## src/rtl/rf_wb_arbiter.sv

```systemverilog
// ============================================================================
// rf_wb_arbiter : round-robin writeback arbiter for the single RF write port
// Rev 1.0
// ============================================================================
`default_nettype none

module rf_wb_arbiter #(
  parameter int ADDR_WIDTH = 5,
  parameter int DATA_WIDTH = 32,
  parameter int CNT_WIDTH  = 16
) (
  input  logic                  clk,
  input  logic                  rst,
  input  logic                  freeze,
  input  logic                  a_valid,
  input  logic [ADDR_WIDTH-1:0] a_rd,
  input  logic [DATA_WIDTH-1:0] a_data,
  output logic                  a_ready,
  input  logic                  b_valid,
  input  logic [ADDR_WIDTH-1:0] b_rd,
  input  logic [DATA_WIDTH-1:0] b_data,
  output logic                  b_ready,
  output logic                  rf_wen,
  output logic [ADDR_WIDTH-1:0] rf_rd,
  output logic [DATA_WIDTH-1:0] rf_dataD,
  output logic                  prio_b,
  output logic [CNT_WIDTH-1:0]  stall_cnt
);

  localparam logic [CNT_WIDTH-1:0] C_CNT_ONE = {{(CNT_WIDTH-1){1'b0}}, 1'b1};
  localparam logic [CNT_WIDTH-1:0] C_CNT_MAX = {CNT_WIDTH{1'b1}};

  logic                  rf_wen_q,    rf_wen_d;
  logic [ADDR_WIDTH-1:0] rf_rd_q,     rf_rd_d;
  logic [DATA_WIDTH-1:0] rf_dataD_q,  rf_dataD_d;
  logic                  prio_b_q,    prio_b_d;
  logic [CNT_WIDTH-1:0]  stall_cnt_q, stall_cnt_d;

  logic                  w_grant_a;
  logic                  w_grant_b;
  logic [ADDR_WIDTH-1:0] w_sel_rd;
  logic [DATA_WIDTH-1:0] w_sel_data;
  logic                  w_stall;

  // A grant already implies its valid, so ready doubles as accept.
  always_comb begin
    w_grant_a = ~freeze & a_valid & (~b_valid | ~prio_b_q);
    w_grant_b = ~freeze & b_valid & (~a_valid |  prio_b_q);
  end

  always_comb begin
    w_sel_rd    = w_grant_b ? b_rd   : a_rd;
    w_sel_data  = w_grant_b ? b_data : a_data;
    w_stall     = (a_valid & ~w_grant_a) | (b_valid & ~w_grant_b);

    rf_wen_d    = 1'b0;
    rf_rd_d     = rf_rd_q;
    rf_dataD_d  = rf_dataD_q;
    prio_b_d    = prio_b_q;
    stall_cnt_d = stall_cnt_q;

    if (w_grant_a || w_grant_b) begin
      rf_wen_d   = (w_sel_rd != '0);
      rf_rd_d    = w_sel_rd;
      rf_dataD_d = w_sel_data;
      prio_b_d   = w_grant_a;
    end

    if (w_stall && (stall_cnt_q != C_CNT_MAX)) begin
      stall_cnt_d = stall_cnt_q + C_CNT_ONE;
    end
  end

  always_ff @(posedge clk or posedge rst) begin
    if (rst) begin
      rf_wen_q    <= 1'b0;
      rf_rd_q     <= '0;
      rf_dataD_q  <= '0;
      prio_b_q    <= 1'b0;
      stall_cnt_q <= '0;
    end else begin
      rf_wen_q    <= rf_wen_d;
      rf_rd_q     <= rf_rd_d;
      rf_dataD_q  <= rf_dataD_d;
      prio_b_q    <= prio_b_d;
      stall_cnt_q <= stall_cnt_d;
    end
  end

  assign a_ready   = w_grant_a;
  assign b_ready   = w_grant_b;
  assign rf_wen    = rf_wen_q;
  assign rf_rd     = rf_rd_q;
  assign rf_dataD  = rf_dataD_q;
  assign prio_b    = prio_b_q;
  assign stall_cnt = stall_cnt_q;

endmodule

`default_nettype wire
```

## config.mk

```make
export PLATFORM = sky130hd
export DESIGN_NAME = rf_wb_arbiter
export DESIGN_NICKNAME = d
export VERILOG_FILES = /design/src/rtl/rf_wb_arbiter.sv
export SDC_FILE = /design/constraint.sdc
export NUM_CORES = 1
export LEC_CHECK = 0
export BUFFER_PORTS_ARGS = -buffer_cell sky130_fd_sc_hd__buf_2
export CAP_MARGIN = 20
export CORE_UTILIZATION = 48
export DETAILED_ROUTE_END_ITERATION = 6
export GPL_TIMING_DRIVEN = 0
export PLACE_DENSITY = 0.84
export SYNTH_ARGS = -nofsm -noshare
export SYNTH_HDL_FRONTEND = slang
export SYNTH_SLANG_ARGS = --single-unit
```

## constraint.sdc

```tcl
create_clock -name clk -period 3.05 [get_ports clk]
set_clock_uncertainty 0.15 [all_clocks]
set_input_delay 0.61 -clock clk [delete_from_list [all_inputs] [get_ports clk]]
set_output_delay 0.61 -clock clk [all_outputs]
set_load 0.01 [all_outputs]
```

### Word level (Yosys, flattened, before mapping)

Cells that the tools add are included.

* flip-flop bits (word level): 55
* word-level logic and storage cells: 28
* output and inout bits: 57

* reduce and logical (&&, ||, !) cells: 3
* equality and inequality tests: 1
* bitwise gates (word level): 15
* mux-type cells: 3
* add/subtract/negate cells: 1

Operators with widths (count)
* 2-to-1 mux 32 bit: 1
* adder 16 x 1 -> 16 bit, second input constant: 1
* inequality test 16 bit, second input constant: 1
* AND 1 bit: 6
* NOT 1 bit: 6
* 2-to-1 mux 5 bit: 1
* nonzero test 5 bit: 1
* OR 1 bit: 3
* logical AND 1 bit: 1
* logical OR 1 bit: 1
* 2-to-1 mux 1 bit: 1

### Logic depth before layout (Yosys ltp)

Gate-level depths: netlist (run 1).

* word-level depth: 7
* depth in mapped cells: 6
* gate-level depth less buffers: 5

### Worst setup path before layout (run 1)

Ideal clock, no wire load.

* path kind: input to output
* start: in a_valid
* end: out b_ready
* path buffers: 1
* path slack: 997 ps
* arrival time: 1293 ps
* required time: 2290 ps
* stages on the path: 4
* cell sequence: inv_1 -> o211ai_1 -> buf_2 -> inv_1

* longest elaborated chain between the ends: 3

Ends and longest elaborated chain
* from (decl): line 15 `input logic a_valid,`
* NOT 1 bit: line 48 `w_grant_b = ~freeze & b_valid & (~a_valid | prio_b_q);`
* OR 1 bit: line 48
* AND 1 bit: line 48
* to (decl): line 22 `output logic b_ready,`

No other way between the ends.

### Worst setup path after layout (run 1)

Same ends and word-level chain as after synthesis.

==> impl_metrics.xml, run 1 <==
<?xml version="1.0" encoding="UTF-8"?>
<metrics>
  <group name="timing">
    <metric name="tightestPinTransition" unit="ns">0.5217</metric>
    <metric name="worst_hold_slack" unit="ns">0.1818</metric>
    <metric name="timing.fmax" unit="GHz">0.4220</metric>
    <metric name="fin_tns_setup" unit="ns">0</metric>
    <metric name="timing.final.setup_violations" unit="">0</metric>
    <metric name="layout_worst_path_cycle_share" unit="%">77.70</metric>
    <metric name="fin_crit" unit="ns">2.370</metric>
    <metric name="rsz0062_at_grt" unit="">no</metric>
    <metric name="timing_hold_violations_final" unit="">0</metric>
    <metric name="max-slew-margin-rel" unit="%">65.17</metric>
    <metric name="finalMaxSlewViolations" unit="">0</metric>
  </group>
  <group name="run_status">
    <metric name="status" unit="">finished clean</metric>
  </group>
  <group name="logic_synthesis">
    <metric name="synth_top_family_by_area" unit="">multiplexers</metric>
    <metric name="post_synthesis_sequential_area_ratio" unit="%">53.17</metric>
    <metric name="syn_inst" unit="">246</metric>
    <metric name="post-synth-top-area-fraction" unit="%">53.17</metric>
    <metric name="synth.largest_area_cell" unit="">dfrtp_1</metric>
    <metric name="synthTopCellsByCount" unit="">dfrtp_1, nand2_1, o21ai_0</metric>
    <metric name="yosys-mux-area-fraction" unit="%">14.74</metric>
    <metric name="synth_top_cells_by_area" unit="">dfrtp_1, mux2i_1, o21ai_0</metric>
    <metric name="yosys_warnings" unit="">0</metric>
    <metric name="yosys.area_share.adder" unit="%">0.8700</metric>
    <metric name="async_reset_ff_share" unit="%">100.0</metric>
    <metric name="postSynth.topFlopCell" unit="">dfrtp_1</metric>
    <metric name="ys_types" unit="">30</metric>
    <metric name="synthesis.nets" unit="">326</metric>
    <metric name="ys_ff_latch" unit="">55</metric>
    <metric name="synth_area_per_cell" unit="um2">10.52</metric>
    <metric name="synth_most_common_cell" unit="">dfrtp_1</metric>
    <metric name="post_synth_xor_area_fraction" unit="%">5.075</metric>
    <metric name="synth_compound_gate_area_share" unit="%">9.812</metric>
    <metric name="synth_simple_gate_area_share" unit="%">12.61</metric>
    <metric name="syn-cell-area" unit="mm2">0.002589</metric>
    <metric name="number_of_enable_type_register_cells_in_the_synthesized_netlist" unit="">0</metric>
  </group>
  <group name="clock_network">
    <metric name="clock_sink_count" unit="">55</metric>
    <metric name="clock_path_buffers" unit="">2</metric>
    <metric name="cts-root-buf" unit="">clkbuf_8</metric>
    <metric name="number_of_buffers_added_by_the_clock_tree_synthesis_step" unit="">5</metric>
    <metric name="post_cts.resized_instances" unit="">0</metric>
    <metric name="h-tree-depth" unit="">2</metric>
    <metric name="cts_setup_buffers" unit="">0</metric>
    <metric name="number_of_buffers_inserted_by_hold_repair_at_cts" unit="">0</metric>
    <metric name="worst_setup_hold_path_clk_slew" unit="ns">0.09</metric>
    <metric name="clock_insertion_delay_worst_skew" unit="ns">0.30</metric>
    <metric name="tritoncts_clock_tree" unit="">done</metric>
  </group>
  <group name="placed_design">
    <metric name="routabilityCongestion" unit="">0.8210</metric>
    <metric name="dpl-instance-area" unit="mm2">0.003372</metric>
    <metric name="detailedPlacementHpwl" unit="um">4900</metric>
    <metric name="io_buffer_count" unit="">135</metric>
  </group>
  <group name="power_and_ir_drop">
    <metric name="pwr-share-seq" unit="%">52.1</metric>
    <metric name="cell_internal_pwr" unit="mW">1.238</metric>
    <metric name="total_switching_power" unit="mW">0.5685</metric>
    <metric name="leakagePower" unit="nW">2.010</metric>
    <metric name="p_comb_share" unit="%">25.8</metric>
    <metric name="netSwitchingFraction" unit="%">31.47</metric>
    <metric name="power_per_cell_area" unit="mW/mm2">522.1</metric>
    <metric name="vdd.ir_drop.worst" unit="V">0.0003102</metric>
    <metric name="power.share.clock" unit="%">22.1</metric>
  </group>
  <group name="drt">
    <metric name="drc_errors" unit="">0</metric>
    <metric name="postRouteWirelength" unit="um">6182</metric>
    <metric name="avgViaCountPerCell" unit="">5.041</metric>
    <metric name="dr.pass1.iters" unit="">4</metric>
    <metric name="drt-wirelength-per-cell" unit="um">13.47</metric>
    <metric name="postRouteAntennaNets" unit="">0</metric>
    <metric name="via_count" unit="">2314</metric>
    <metric name="detailedRoute.firstIterationViolations" unit="">82</metric>
  </group>
  <group name="floorplan">
    <metric name="fp-row-count" unit="">26</metric>
    <metric name="die-area" unit="mm2">0.005691</metric>
    <metric name="fp.coreArea" unit="mm2">0.005140</metric>
    <metric name="floorplan.die.height" unit="um">75.44</metric>
    <metric name="num_io_pins" unit="">136</metric>
    <metric name="die_w" unit="um">75.44</metric>
    <metric name="start_util" unit="%">50.37</metric>
  </group>
  <group name="global_route">
    <metric name="grt_pass1_wl" unit="um">9052</metric>
    <metric name="groute.usage.overall" unit="%">21.43</metric>
    <metric name="first_global_vias" unit="">2042</metric>
    <metric name="antenna_found_initial" unit="">0</metric>
    <metric name="grt_max_degree" unit="">33</metric>
    <metric name="overflow" unit="">0</metric>
  </group>
  <group name="worst_setup_path">
    <metric name="endpoint_kind" unit="">output port</metric>
    <metric name="critPathLaunchType" unit="">primary input</metric>
    <metric name="cp_max_fo" unit="">10</metric>
    <metric name="worstPathRequired" unit="ns">2.29</metric>
    <metric name="critical_path_class" unit="">in2out</metric>
    <metric name="worst_ep_arrival_time" unit="ns">1.61</metric>
  </group>
  <group name="run">
    <metric name="maxCapViolCount" unit="">0</metric>
  </group>
  <group name="cells_and_area">
    <metric name="antenna_cells" unit="">0</metric>
    <metric name="final_nets" unit="">469</metric>
    <metric name="fraction_of_layout_cells_with_a_size_suffix_above_1" unit="%">40.10</metric>
    <metric name="synthToLayoutAreaGrowth" unit="%">33.64</metric>
    <metric name="design_area" unit="mm2">0.003460</metric>
  </group>
  <group name="worst_hold_path">
    <metric name="worst_hold_path_type" unit="">in2async</metric>
  </group>
</metrics>
-- cell families after synthesis --
| group | after synthesis |
|---|---|
| AND/OR/NAND/NOR | 72 |
| adder cells (fa/ha/maj) | 2 |
| AO/OA/AOI/OAI | 44 |
| multiplexers | 38 |
| XOR/XNOR | 15 |
| buffers and inverters | 20 |
| flip-flops | 55 |
-- cells in the final DEF (no fill, tap or decap), types with 5 or more instances in the layout --
cell type,netlist,final
inv_1,7,6
o21ai_0,38,38
dfrtp_1,55,55
buf_2,5,140
nor3_1,6,6
nand2_1,42,42
xor2_1,10,10
clkbuf_8,0,6
nor2_1,7,7
xnor2_1,5,5
mux2i_1,37,37
-- per-layer routing --
metal | share of wire (%) | wire, um | GRT usage (%) | vias to the layer above
met1 | 41 | 2554 | 26.61 | 1077
met4 | 1.6 | 101 | 8.230 | 0
met2 | 52 | 3205 | 37.60 | 95
met3 | 5.2 | 322 | 3.439 | 11
li1 | - | - | - | 1131
met5 | 0 | 0 | 0 | -
-- sequential cells by signal (all words and copies together) (netlist names) --
signal,count
prio_b,1
rf_dataD,32
rf_rd,5
rf_wen,1
stall_cnt,16
-- through the flow --
step	worst slack (ns)	cells	total power [mW]	utilization [%]
5_1_grt	0.5627	459	1.913	67.31
3_5_place_dp	0.6682	452	1.426	65.60
2_1_floorplan	0.9471	246	1.191	-
6_report	0.6803	459	1.806	67.31
3_3_place_gp	0.3271	451	1.395	65.21
4_1_cts	0.6672	459	1.824	67.31
-- area by class of cell --
type	count	area, um2
Buffer	13	70.07
Inverter	7	26.28
Multi-Input combinational cell	171	1116
Clock inverter	1	5.005
Fill cell	449	1680
Timing Repair Buffer	136	695.7
Sequential cell	55	1376
Clock buffer	6	82.58
Tap cell	70	87.58
-- power by group through the flow --
stage	clock, mW	sequential [mW]	combinational (mW)
CTS	0.410	0.940	0.474
global placement	0	0.945	0.450
floorplan	0	0.996	0.195
global route	0.435	0.958	0.520
finish	0.399	0.941	0.466
detailed placement	0	0.953	0.472
-- critical path: stages --
cell and delay (ns):
buf_2 0.10, inv_1 0.05, o211ai_1 0.30, buf_2 0.34, inv_1 0.07, buf_2 0.14
-- worst paths after layout --
check | startpoint | to | slack [ns] | cells after the start
max reg2reg | stall_cnt[0] | stall_cnt[1] | 1.01 | 5
min reg2reg | rf_dataD[16] | rf_dataD[16] | 0.33 | 2
max in group asynchronous | rst | stall_cnt[12] | 2.03 | 3
min | rst | stall_cnt[7] | 0.18 | 2
min in group clk | rf_dataD[16] | rf_dataD[16] | 0.33 | 2
max | a_valid | b_ready | 0.68 | 6
(Power assumes the default switching activity.)
==> run 2, diff against run 1 <==
- CORE_UTILIZATION: 48 -> 45
- PLACE_DENSITY: 0.84 -> 0.8
- clock period: 3.05 -> 2.45 ns (I/O delays scaled with it)
==> run 2 against run 1 <==
First-iteration DRC count increased by 27%. Power increased by 26%. Sequential power up 24%. Die area rose by 6.5%. Non-clock buffer count did not move. Global-route usage down 0.13 points. Routed wire length is 2.2% higher. Clock power up 31%. Count of clock-buffer cells in the layout did not move. Final area is 0.40% higher. Largest power group unchanged. Highest routed layer is now met5.
==> impl_metrics.xml, run 2 (synthesis gave the netlist of run 1 again) <==
<?xml version="1.0" encoding="UTF-8"?>
<metrics>
  <group name="run_status">
    <metric name="status" unit="">finished clean</metric>
  </group>
  <group name="run">
    <metric name="maxCapViolCount" unit="">0</metric>
  </group>
  <group name="clock_network">
    <metric name="number_of_buffers_inserted_by_hold_repair_at_cts" unit="">0</metric>
    <metric name="cts-root-buf" unit="">clkbuf_8</metric>
    <metric name="h-tree-depth" unit="">2</metric>
    <metric name="tritoncts_clock_tree" unit="">done</metric>
    <metric name="cts_setup_buffers" unit="">0</metric>
    <metric name="clock_insertion_delay_worst_skew" unit="ns">0.31</metric>
    <metric name="clock_sink_count" unit="">55</metric>
    <metric name="clock_path_buffers" unit="">2</metric>
    <metric name="post_cts.resized_instances" unit="">0</metric>
    <metric name="worst_setup_hold_path_clk_slew" unit="ns">0.10</metric>
    <metric name="number_of_buffers_added_by_the_clock_tree_synthesis_step" unit="">5</metric>
  </group>
  <group name="timing">
    <metric name="finalMaxSlewViolations" unit="">0</metric>
    <metric name="timing.fmax" unit="GHz">0.4494</metric>
    <metric name="worst_hold_slack" unit="ns">0.07263</metric>
    <metric name="timing_hold_violations_final" unit="">0</metric>
    <metric name="fin_crit" unit="ns">2.225</metric>
    <metric name="rsz0062_at_grt" unit="">no</metric>
    <metric name="timing.final.setup_violations" unit="">0</metric>
    <metric name="max-slew-margin-rel" unit="%">63.47</metric>
    <metric name="tightestPinTransition" unit="ns">0.5471</metric>
    <metric name="layout_worst_path_cycle_share" unit="%">90.82</metric>
    <metric name="fin_tns_setup" unit="ns">0</metric>
  </group>
  <group name="global_route">
    <metric name="groute.usage.overall" unit="%">21.30</metric>
    <metric name="antenna_found_initial" unit="">1</metric>
    <metric name="first_global_vias" unit="">2119</metric>
    <metric name="grt_pass1_wl" unit="um">9956</metric>
    <metric name="overflow" unit="">0</metric>
    <metric name="grt_max_degree" unit="">32</metric>
  </group>
  <group name="drt">
    <metric name="detailedRoute.firstIterationViolations" unit="">104</metric>
    <metric name="postRouteAntennaNets" unit="">0</metric>
    <metric name="avgViaCountPerCell" unit="">5.043</metric>
    <metric name="drc_errors" unit="">0</metric>
    <metric name="drt-wirelength-per-cell" unit="um">13.67</metric>
    <metric name="postRouteWirelength" unit="um">6315</metric>
    <metric name="via_count" unit="">2330</metric>
    <metric name="dr.pass1.iters" unit="">5</metric>
  </group>
  <group name="cells_and_area">
    <metric name="final_common_cell" unit="">buf_2</metric>
    <metric name="design_area" unit="mm2">0.003473</metric>
    <metric name="largest_register_ff_count" unit="">32</metric>
    <metric name="most-common-layout-cells" unit="">buf_2, dfrtp_1, nand2_1</metric>
    <metric name="fraction_of_layout_cells_with_a_size_suffix_above_1" unit="%">40.26</metric>
    <metric name="synthToLayoutAreaGrowth" unit="%">34.17</metric>
    <metric name="fillerInstances" unit="">505</metric>
    <metric name="final_nets" unit="">469</metric>
    <metric name="antenna_cells" unit="">0</metric>
  </group>
  <group name="placed_design">
    <metric name="routabilityCongestion" unit="">0.8203</metric>
    <metric name="dpl-instance-area" unit="mm2">0.003374</metric>
    <metric name="io_buffer_count" unit="">135</metric>
    <metric name="detailedPlacementHpwl" unit="um">4857</metric>
  </group>
  <group name="floorplan">
    <metric name="die-area" unit="mm2">0.006060</metric>
    <metric name="fp-row-count" unit="">27</metric>
    <metric name="fp.coreArea" unit="mm2">0.005540</metric>
    <metric name="start_util" unit="%">46.73</metric>
    <metric name="floorplan.die.height" unit="um">77.85</metric>
    <metric name="die_w" unit="um">77.85</metric>
    <metric name="num_io_pins" unit="">136</metric>
  </group>
  <group name="worst_setup_path">
    <metric name="critPathLaunchType" unit="">flop</metric>
    <metric name="critical_path_class" unit="">reg2out</metric>
    <metric name="endpoint_kind" unit="">output port</metric>
    <metric name="cp_max_fo" unit="">10</metric>
    <metric name="worstPathRequired" unit="ns">1.81</metric>
    <metric name="worst_ep_arrival_time" unit="ns">1.59</metric>
  </group>
  <group name="worst_hold_path">
    <metric name="worst_hold_path_type" unit="">in2async</metric>
  </group>
  <group name="power_and_ir_drop">
    <metric name="power_per_cell_area" unit="mW/mm2">653.9</metric>
    <metric name="vdd.ir_drop.worst" unit="V">0.0003691</metric>
    <metric name="leakagePower" unit="nW">2.011</metric>
  </group>
</metrics>
run 2: where the power goes:
part           switching, mW  internal [mW]
logic                  0.311          0.272
clock network          0.291          0.231
registers              0.119           1.05
run 2: worst max-delay path, cell delays in order, from the launching register on:
cell,delay [ns]
dfrtp_1,0.42
o211ai_1,0.30
buf_2,0.34
inv_1,0.07
buf_2,0.14
run 2: stage by stage:
stage	util, %	setup WS, ns	power [mW]	instances
5_1_grt	62.69	0.1127	2.417	462
3_3_place_gp	60.55	-0.1436	1.737	453
4_1_cts	62.69	0.1910	2.292	462
2_1_floorplan	-	0.4671	1.482	246
6_report	62.69	0.2248	2.271	462
3_5_place_dp	60.91	0.2998	1.771	454
run 2: worst paths after layout:
kind                            slack [ns]           end         start  cells after the start
worst max-delay path                  0.22       b_ready        prio_b                      4
worst min-delay path                  0.07  stall_cnt[6]           rst                      2
worst max register to register        0.45  stall_cnt[1]  stall_cnt[0]                      5
worst min register to register        0.33      rf_rd[2]      rf_rd[2]                      2
max in group asynchronous             1.54   rf_dataD[9]           rst                      3
min in group clk                      0.31  rf_dataD[14]    b_data[14]                      3
run 2: cell type report:
class | count | area, um2 | share of cell area, %
clock inverter | 2 | 16.27 | 0.4683
inverter | 7 | 26.28 | 0.7565
buffer | 13 | 70.07 | 2.017
multi-input combinational | 171 | 1116 | 32.13
timing repair buffer | 136 | 695.7 | 20.03
tap | 72 | 90.09 | 2.594
clock buffer | 6 | 82.58 | 2.378
sequential | 55 | 1376 | 39.63
run 2: layer usage:
layer / GRT usage [%] / wire (um) / vias up
met2: 35.84 / 3176 / 101
met1: 27.59 / 2707 / 1083
met4: 5.660 / 57 / 2
li1: - / - / 1138
met5: 0 / 10 / -
met3: 4.824 / 364 / 6
==> run 3, diff against run 2 <==
==> constraint.sdc (replaced) <==
create_clock -name clk -period 2.45 [get_ports clk]
set_clock_uncertainty 0.15 [all_clocks]
set_input_delay 0.245 -clock clk [delete_from_list [all_inputs] [get_ports clk]]
set_output_delay 0.245 -clock clk [all_outputs]
set_load 0.01 [all_outputs]
==> run 3 against run 2 <==
Maximum frequency up 11%. Final area rose by 0.29%. Largest power group unchanged. Final cell count rose by 0.22%. Routed wire length about the same. Highest routed layer unchanged. Core utilization increased by 0.18 points. Critical path depth is 1 higher. Critical path type is now reg2reg. Via count increased by 0.26%. Sequential power about the same. Largest cell class unchanged. Die area unchanged. Count of clock-buffer cells in the layout stayed put. Worst setup slack better by 0.23 ns.
==> impl_metrics.xml, run 3 (synthesis gave the netlist of run 1 again) <==
<?xml version="1.0" encoding="UTF-8"?>
<metrics>
  <group name="run_status">
    <metric name="status" unit="">finished clean</metric>
  </group>
  <group name="floorplan">
    <metric name="fp-row-count" unit="">27</metric>
    <metric name="floorplan.die.height" unit="um">77.85</metric>
    <metric name="fp.coreArea" unit="mm2">0.005540</metric>
    <metric name="die_w" unit="um">77.85</metric>
    <metric name="die-area" unit="mm2">0.006060</metric>
    <metric name="num_io_pins" unit="">136</metric>
    <metric name="start_util" unit="%">46.73</metric>
  </group>
  <group name="drt">
    <metric name="drc_errors" unit="">0</metric>
    <metric name="detailedRoute.firstIterationViolations" unit="">96</metric>
    <metric name="avgViaCountPerCell" unit="">5.045</metric>
    <metric name="postRouteWirelength" unit="um">6321</metric>
    <metric name="postRouteAntennaNets" unit="">0</metric>
    <metric name="drt-wirelength-per-cell" unit="um">13.65</metric>
    <metric name="via_count" unit="">2336</metric>
    <metric name="dr.pass1.iters" unit="">5</metric>
  </group>
  <group name="timing">
    <metric name="finalMaxSlewViolations" unit="">0</metric>
    <metric name="timing.fmax" unit="GHz">0.5003</metric>
    <metric name="timing_hold_violations_final" unit="">0</metric>
    <metric name="layout_worst_path_cycle_share" unit="%">81.59</metric>
    <metric name="max-slew-margin-rel" unit="%">63.48</metric>
    <metric name="tightestPinTransition" unit="ns">0.5470</metric>
    <metric name="fin_tns_setup" unit="ns">0</metric>
    <metric name="timing.final.setup_violations" unit="">0</metric>
    <metric name="fin_crit" unit="ns">1.999</metric>
    <metric name="rsz0062_at_grt" unit="">no</metric>
  </group>
  <group name="global_route">
    <metric name="overflow" unit="">0</metric>
    <metric name="groute.usage.overall" unit="%">21.32</metric>
    <metric name="grt_pass1_wl" unit="um">9970</metric>
    <metric name="first_global_vias" unit="">2122</metric>
    <metric name="grt_max_degree" unit="">32</metric>
    <metric name="antenna_found_initial" unit="">1</metric>
  </group>
  <group name="clock_network">
    <metric name="tritoncts_clock_tree" unit="">done</metric>
    <metric name="clock_sink_count" unit="">55</metric>
    <metric name="clock_insertion_delay_worst_skew" unit="ns">0.31</metric>
    <metric name="number_of_buffers_added_by_the_clock_tree_synthesis_step" unit="">5</metric>
    <metric name="worst_setup_hold_path_clk_slew" unit="ns">0.10</metric>
    <metric name="cts-root-buf" unit="">clkbuf_8</metric>
    <metric name="cts_setup_buffers" unit="">0</metric>
    <metric name="h-tree-depth" unit="">2</metric>
    <metric name="clock_path_buffers" unit="">2</metric>
  </group>
  <group name="cells_and_area">
    <metric name="seq_cell_area" unit="mm2">0.001376</metric>
    <metric name="fraction_of_layout_cells_with_a_size_suffix_above_1" unit="%">40.15</metric>
    <metric name="fillerInstances" unit="">504</metric>
    <metric name="largest_register_ff_count" unit="">32</metric>
    <metric name="final_nets" unit="">470</metric>
    <metric name="layout.core_utilization" unit="%">62.87</metric>
    <metric name="multi_input_comb_area" unit="mm2">0.001116</metric>
    <metric name="final_common_cell" unit="">buf_2</metric>
    <metric name="most-common-layout-cells" unit="">buf_2, dfrtp_1, nand2_1</metric>
    <metric name="synthToLayoutAreaGrowth" unit="%">34.56</metric>
    <metric name="antenna_cells" unit="">0</metric>
  </group>
  <group name="worst_setup_path">
    <metric name="r2r_slack" unit="ns">0.45</metric>
    <metric name="cp_max_fo" unit="">10</metric>
    <metric name="worst_path_max_delay_cell" unit="">dfrtp_1</metric>
    <metric name="worstPathRequired" unit="ns">2.49</metric>
    <metric name="cp_slowest_stage_delay" unit="ns">0.42</metric>
    <metric name="critPathTopFamily" unit="">flip-flops</metric>
    <metric name="critical_path_buf_inv_count" unit="">1</metric>
    <metric name="critPathLaunchType" unit="">flop</metric>
    <metric name="path_cells" unit="">ha_1 &gt; nand3_1 &gt; o41ai_2 &gt; buf_4 &gt; mux2_1</metric>
    <metric name="critical_path_class" unit="">reg2reg</metric>
    <metric name="worst_ep_arrival_time" unit="ns">2.04</metric>
    <metric name="endpoint_kind" unit="">flop</metric>
  </group>
  <group name="power_and_ir_drop">
    <metric name="power_per_cell_area" unit="mW/mm2">652.4</metric>
    <metric name="leakagePower" unit="nW">2.015</metric>
    <metric name="total_power" unit="mW">2.273</metric>
    <metric name="vdd.ir_drop.worst" unit="V">0.0003694</metric>
  </group>
  <group name="run">
    <metric name="maxCapViolCount" unit="">0</metric>
  </group>
  <group name="placed_design">
    <metric name="detailedPlacementHpwl" unit="um">4857</metric>
    <metric name="routabilityCongestion" unit="">0.8203</metric>
    <metric name="io_buffer_count" unit="">135</metric>
  </group>
  <group name="worst_hold_path">
    <metric name="worst_hold_path_type" unit="">in2reg</metric>
  </group>
</metrics>
-- run 3: cell types whose count changed in the layout (fill, tap and decap cells not counted), sizes merged --
cell	previous run	this run
dlygate4sd3	0	1
-- run 3: worst paths after layout --
path / from / endpoint / depth (start not counted)
setup / recovery: stall_cnt[0] / stall_cnt[1] / 5
hold / removal: b_data[14] / rf_dataD[14] / 3
setup reg to reg: stall_cnt[0] / stall_cnt[1] / 5
hold reg to reg: rf_rd[2] / rf_rd[2] / 2
max in group asynchronous: rst / rf_dataD[9] / 4
min in group asynchronous: rst / stall_cnt[6] / 3
-- run 3: metal layers --
metal	part of all wire [%]	GRT usage (%)
met5	0.16	0
met4	0.90	5.660
met3	5.7	4.824
met2	50	35.84
met1	43	27.66
-- run 3: cell type report --
class                   instances  share of cell area [%]
flip-flops and latches         55                   39.51
clock inverters                 2                  0.4670
multi-input cells             171                   32.04
inverters                       7                  0.7543
clock buffers                   6                   2.371
repair buffers                137                   20.26
well taps                      72                   2.586
plain buffers                  13                   2.011
-- run 3: tightest hold or removal path, delay by kind of cell --
kind	cells	cell delay, ns
AOI/OAI and AO/OA	1	0.12
muxes	1	0.05
buffers and inverters	1	0.07
-- run 3: per-stage QoR --
step	setup WS [ns]	hold slack (ns)	area (um2)	instances
global route	0.3577	0.07611	3483	463
global placement	0.1014	0.3069	3354	453
finish	0.4512	0.06765	3483	463
detailed placement	0.4726	0.1774	3374	454
floorplan	0.5958	0.2912	2589	246
CTS	0.4360	0.06389	3483	463
-- run 3: where the power goes --
group          internal [mW]  switching (mW)
sequential              1.05           0.119
combinational          0.273           0.311
clock                  0.231           0.291
total                   1.55           0.721
-- run 3: repair_timing --
item,CTS,global route
hold buffers,1,0
gates resized for setup,0,0
hold endpoints to repair,24,0
